<file path="src/rtl/call_stack_if.sv">
// Push/pop request bus and stack status outputs for call_stack.
// The stack side uses the slave modport; the requester uses master.
interface call_stack_if #(
  parameter int WIDTH = 10,
  parameter int DEPTH = 8,
  localparam int CW = $clog2(DEPTH + 1)
);
  logic             push;
  logic             pop;
  logic [WIDTH-1:0] push_data;
  logic             err_clr;
  logic [WIDTH-1:0] top_data;
  logic [CW-1:0]    count;
  logic             empty;
  logic             full;
  logic             overflow;
  logic             underflow;

  modport master (
    output push, pop, push_data, err_clr,
    input  top_data, count, empty, full, overflow, underflow
  );

  modport slave (
    input  push, pop, push_data, err_clr,
    output top_data, count, empty, full, overflow, underflow
  );
endinterface

</file>
<file path="src/rtl/call_stack.sv">
// Return-address stack: DEPTH x WIDTH registers, count doubles as the stack
// pointer, combinational top-of-stack, sticky overflow/underflow flags.
module call_stack #(
  parameter int WIDTH = 10,
  parameter int DEPTH = 8,
  localparam int CW = $clog2(DEPTH + 1),
  localparam int AW = $clog2(DEPTH)
) (
  input  logic         clk,
  input  logic         reset,
  call_stack_if.slave  bus
);

  logic [DEPTH-1:0][WIDTH-1:0] mem;
  logic [CW-1:0]               count;
  logic                        overflow, underflow;
  logic                        empty, full;
  logic [CW-1:0]               count_m1;
  logic [AW-1:0]               top_idx, wr_idx;
  logic                        wr_en, inc, dec, ovf_set, udf_set;

  assign empty    = (count == '0);
  assign full     = (count == CW'(DEPTH));
  assign count_m1 = count - CW'(1);
  assign top_idx  = count_m1[AW-1:0];

  // Empty must read as zero so stale storage never leaks past a reset or pops.
  assign bus.top_data  = empty ? '0 : mem[top_idx];
  assign bus.count     = count;
  assign bus.empty     = empty;
  assign bus.full      = full;
  assign bus.overflow  = overflow;
  assign bus.underflow = underflow;

  // push+pop on a non-empty stack rewrites the top slot; otherwise a push
  // lands at slot[count] (slot 0 when a push+pop hits an empty stack).
  assign wr_en   = bus.push & (bus.pop | ~full);
  assign wr_idx  = (bus.pop && !empty) ? top_idx : count[AW-1:0];
  assign inc     = bus.push & (bus.pop ? empty : ~full);
  assign dec     = bus.pop & ~bus.push & ~empty;
  assign ovf_set = bus.push & ~bus.pop & full;
  assign udf_set = bus.pop & empty;

  always_ff @(posedge clk) begin
    if (wr_en) mem[wr_idx] <= bus.push_data;
  end

  always_ff @(posedge clk or posedge reset) begin
    if (reset) begin
      count     <= '0;
      overflow  <= 1'b0;
      underflow <= 1'b0;
    end else begin
      if (inc)      count <= count + CW'(1);
      else if (dec) count <= count - CW'(1);
      // A new error in the same cycle as err_clr keeps the flag set.
      if (ovf_set)          overflow  <= 1'b1;
      else if (bus.err_clr) overflow  <= 1'b0;
      if (udf_set)          underflow <= 1'b1;
      else if (bus.err_clr) underflow <= 1'b0;
    end
  end

endmodule
</file>
<file path="src/flat_wrapper.sv">
// flat-port wrapper written by rule: the top's interface ports become plain ports
module call_stack_flat 
#(
  parameter int WIDTH = 10,
  parameter int DEPTH = 8,
  localparam int CW = $clog2(DEPTH + 1),
  localparam int AW = $clog2(DEPTH)
)
  (clk, reset, bus_push, bus_pop, bus_push_data, bus_err_clr, bus_top_data, bus_count, bus_empty, bus_full, bus_overflow, bus_underflow);
  call_stack_if #(.WIDTH(WIDTH), .DEPTH(DEPTH)) bus_i ();
  input  logic clk;
  input  logic reset;
  input wire logic [$bits(bus_i.push)-1:0] bus_push;
  input wire logic [$bits(bus_i.pop)-1:0] bus_pop;
  input wire logic [$bits(bus_i.push_data)-1:0] bus_push_data;
  input wire logic [$bits(bus_i.err_clr)-1:0] bus_err_clr;
  output wire logic [$bits(bus_i.top_data)-1:0] bus_top_data;
  output wire logic [$bits(bus_i.count)-1:0] bus_count;
  output wire logic [$bits(bus_i.empty)-1:0] bus_empty;
  output wire logic [$bits(bus_i.full)-1:0] bus_full;
  output wire logic [$bits(bus_i.overflow)-1:0] bus_overflow;
  output wire logic [$bits(bus_i.underflow)-1:0] bus_underflow;
  assign bus_i.push = bus_push;
  assign bus_i.pop = bus_pop;
  assign bus_i.push_data = bus_push_data;
  assign bus_i.err_clr = bus_err_clr;
  assign bus_top_data = bus_i.top_data;
  assign bus_count = bus_i.count;
  assign bus_empty = bus_i.empty;
  assign bus_full = bus_i.full;
  assign bus_overflow = bus_i.overflow;
  assign bus_underflow = bus_i.underflow;
  call_stack #(.WIDTH(WIDTH), .DEPTH(DEPTH)) u_core (.clk(clk), .reset(reset), .bus(bus_i));
endmodule
</file>
<file path="config.mk">
export PLATFORM = sky130hd
export DESIGN_NAME = call_stack_flat
export DESIGN_NICKNAME = d
export VERILOG_FILES = /design/src/rtl/call_stack_if.sv /design/src/rtl/call_stack.sv /design/src/flat_wrapper.sv
export SDC_FILE = /design/constraint.sdc
export NUM_CORES = 1
export LEC_CHECK = 0
export CELL_PAD_IN_SITES_DETAIL_PLACEMENT = 1
export CELL_PAD_IN_SITES_GLOBAL_PLACEMENT = 1
export CORE_MARGIN = 3
export CORE_UTILIZATION = 30
export DETAILED_ROUTE_END_ITERATION = 7
export PLACE_DENSITY_LB_ADDON = 0.1
export SKIP_CTS_REPAIR_TIMING = 1
export SKIP_LAST_GASP = 1
export SLEW_MARGIN = 20
export SYNTH_ARGS = -nofsm -noshare
export SYNTH_HDL_FRONTEND = slang
export SYNTH_SLANG_ARGS = --single-unit
</file>
<file path="constraint.sdc">
create_clock -name clk -period 4.1 [get_ports clk]
set_input_delay 0.82 -clock clk [delete_from_list [all_inputs] [get_ports clk]]
set_output_delay 0.82 -clock clk [all_outputs]
set_load 0.02 [all_outputs]
</file>
==> results.json <==
{
  "status": "complete, no violations",
  "clock_latency_ps": 340,
  "antenna_left": 0,
  "total_leakage_power_nw": 1.50,
  "critPathMaxStageDelay_ps": 630,
  "synth_top_area_frac": 0.654,
  "end_kind": "output port",
  "clk_pin_slew_ps": 50,
  "fp.dieH_um": 117,
  "synth_edf_count": 80,
  "h-tree-depth": 3,
  "numClockSinks": 86,
  "max_freq_mhz": 270,
  "p_per_area_mw_per_mm2": 793,
  "yosysWarnings": 0,
  "synth-seq-cells": 86,
  "antenna_cells": 0,
  "fin_crit_sh": 0.902,
  "final_max_slew_viol_count": 0,
  "slowest_stage": "clkdlybuf4s50_1",
  "hold_class": "flip-flop to flip-flop",
  "n_fill_cell": 1195,
  "peakVddDrop_v": 0.000318,
  "critPathKind": "flip-flop to output port",
  "vias": 2072,
  "route.detailed.drc": 0,
  "rows": 39,
  "antenna_found_initial": 0,
  "synth_cells": 218,
  "die-area_sq_mm": 0.0136,
  "ys_types": 39,
  "relSlewSlack": 0.636,
  "path_cells": "inv_1, ha_1, and2_1, o21ai_0, nand2_1, clkdlybuf4s50_1",
  "final_cell_mix": "edfxtp_1 (80), clkdlybuf4s50_1 (32), o21ai_0 (23)",
  "start_util": 0.314,
  "internal-power_mw": 2.30,
  "grt_usage": 0.138,
  "drv_cap": 0,
  "area_growth_pct": 22.2,
  "seqPwrFrac": 0.331,
  "overflow": 0,
  "first_pass_iters": 4,
  "worstMarginPinSlew_ps": 547,
  "p_total_mw": 3.56,
  "wire_per_inst_um": 20.7,
  "setup_tns_ps": 0,
  "core_sq_mm": 0.0117,
  "yosysTopAreaCell": "edfxtp_1",
  "drt-vias-per-instance": 5.05,
  "cts_tree": "yes",
  "layout-drive-gt1-share": 0.217,
  "cp.arrival_ps": 2880,
  "grt_pass1_vias": 2188,
  "synth_fp_nets": 235,
  "async_reset_ff_frac": 0.0698,
  "switchingPower_mw": 1.26,
  "final_common_cell": "edfxtp_1",
  "ctsLongestPathBuffers": 2,
  "grt_pass1_wl_mm": 13.4,
  "multi_input_area_sq_mm": 0.00101,
  "fin_crit_ps": 3700,
  "ioPinCount": 33,
  "finClkSkew_ps": 8.96,
  "p_sw_frac": 0.355,
  "cp_max_fo": 12,
  "drt-total-wl_mm": 8.51,
  "p_clk_frac": 0.224,
  "synth_area_sq_mm": 0.00367,
  "synth_area_per_cell_sq_um": 16.9,
  "cts_buffers": 9,
  "ys_seq_area_frac": 0.695,
  "portBuffers": 32,
  "synthFlopType": "edfxtp_1",
  "synthTopCellsByArea": "edfxtp_1 (65%), mux4_2 (12%), dfrtp_1 (4.1%)",
  "nNetsFinal": 280,
  "power_frac_comb": 0.446,
  "regArea_sq_mm": 0.00255,
  "drt_iter0_drc": 110,
  "cts_root_buf": "clkbuf_16",
  "grt_max_degree": 27,
  "rsz0062_at_grt": "no",
  "hold_viol": 0,
  "gp_congestion": 0.723,
  "chipWidth_um": 117,
  "start_kind": "flip-flop",
  "setup_violations": 0,
  "crit_required_ps": 3280,
  "hpwl_mm": 5.65
}
synth_stat cells (2+ instances only):
| cell | instances |
|---|---|
| o21ai_2 | 2 |
| dfrtp_1 | 6 |
| o21ai_0 | 23 |
| buf_2 | 6 |
| a22o_1 | 2 |
| o21bai_1 | 2 |
| buf_6 | 4 |
| edfxtp_1 | 80 |
| nor2_1 | 9 |
| o22ai_1 | 3 |
| nor3_1 | 2 |
| nand2b_1 | 4 |
| nand2_1 | 13 |
| clkbuf_1 | 3 |
| mux4_2 | 20 |
| nand3_1 | 3 |
| ha_1 | 2 |
| inv_1 | 5 |
| nor2b_1 | 2 |
| a21oi_1 | 8 |
power groups by stage:
stage                     Sequential, mW  Clock, mW  Combinational (mW)
final                               1.18      0.796                1.59
after global routing                1.19      0.852                1.74
after CTS                           1.18      0.815                1.63
after detailed placement            1.20          0                1.62
after global placement              1.19          0                1.64
after floorplan                     1.20          0               0.998
routing by layer:
metal  track usage  wire length [um]  vias up
li1              -                 -      954
met4        0.0619               152        0
met5             0                 0        -
met1         0.197              4150     1076
met3        0.0228               249       11
met2         0.207              3960       31
logic make-up (layout without fill, tap and decap cells):
kind of cell    Yosys count  in the layout  synth area share
compound gates           49             49            0.0824
buf+inv                  20             69            0.0317
mux                      21             21             0.126
flops                    86             86             0.695
xor+xnor                  2              2           0.00477
fa+ha+maj                 2              2           0.00681
simple gates             38             38            0.0541
metrics by stage:
step / util / hold slack [ps] / setup slack (ps) / instance area (sq um) / instances
final: 0.383 / 510 / 400 / 4490 / 410
after global routing: 0.383 / 518 / 138 / 4490 / 410
after CTS: 0.383 / 516 / 120 / 4490 / 410
after detailed placement: 0.359 / 502 / 498 / 4200 / 395
after global placement: 0.359 / 495 / 560 / 4200 / 395
after floorplan: - / 611 / 1240 / 3670 / 218
area by class of cell:
class                      instances  area share
clock inverter                     5      0.0131
sequential                        86       0.569
clock buffer                      10      0.0510
timing repair buffer              48      0.0981
multi-input combinational        112       0.224
tap                              143      0.0399
inverter                           6     0.00502
critical path: cells and delay by family, from the launching register on:
family | cells | cell delay [ps]
AND/OR/NAND/NOR | 2 | 660
flip-flops | 1 | 470
AO/OA/AOI/OAI | 1 | 150
buffers and inverters | 2 | 830
adder cells (fa/ha/maj) | 1 | 440
sequential cells by signal (all words and copies together) (netlist names):
signal                count
u_core.mem               80
u_core.bus.count          4
u_core.bus.overflow       1
u_core.bus.underflow      1
path summary, 6_finish.rpt:
path	startpoint	endpoint	slack [ps]	cells after the start
worst min register to register	u_core.bus.underflow	u_core.bus.underflow	510	1
max in group asynchronous	reset	u_core.bus.count[2]	3200	2
worst max register to register	u_core.bus.count[1]	u_core.mem[60]	1370	7
worst min-delay path	u_core.bus.underflow	u_core.bus.underflow	510	1
min in group asynchronous	reset	u_core.bus.overflow	700	2
worst max-delay path	u_core.bus.count[1]	bus_top_data[8]	400	6
No activity file was read; power rests on OpenSTA's default activity.
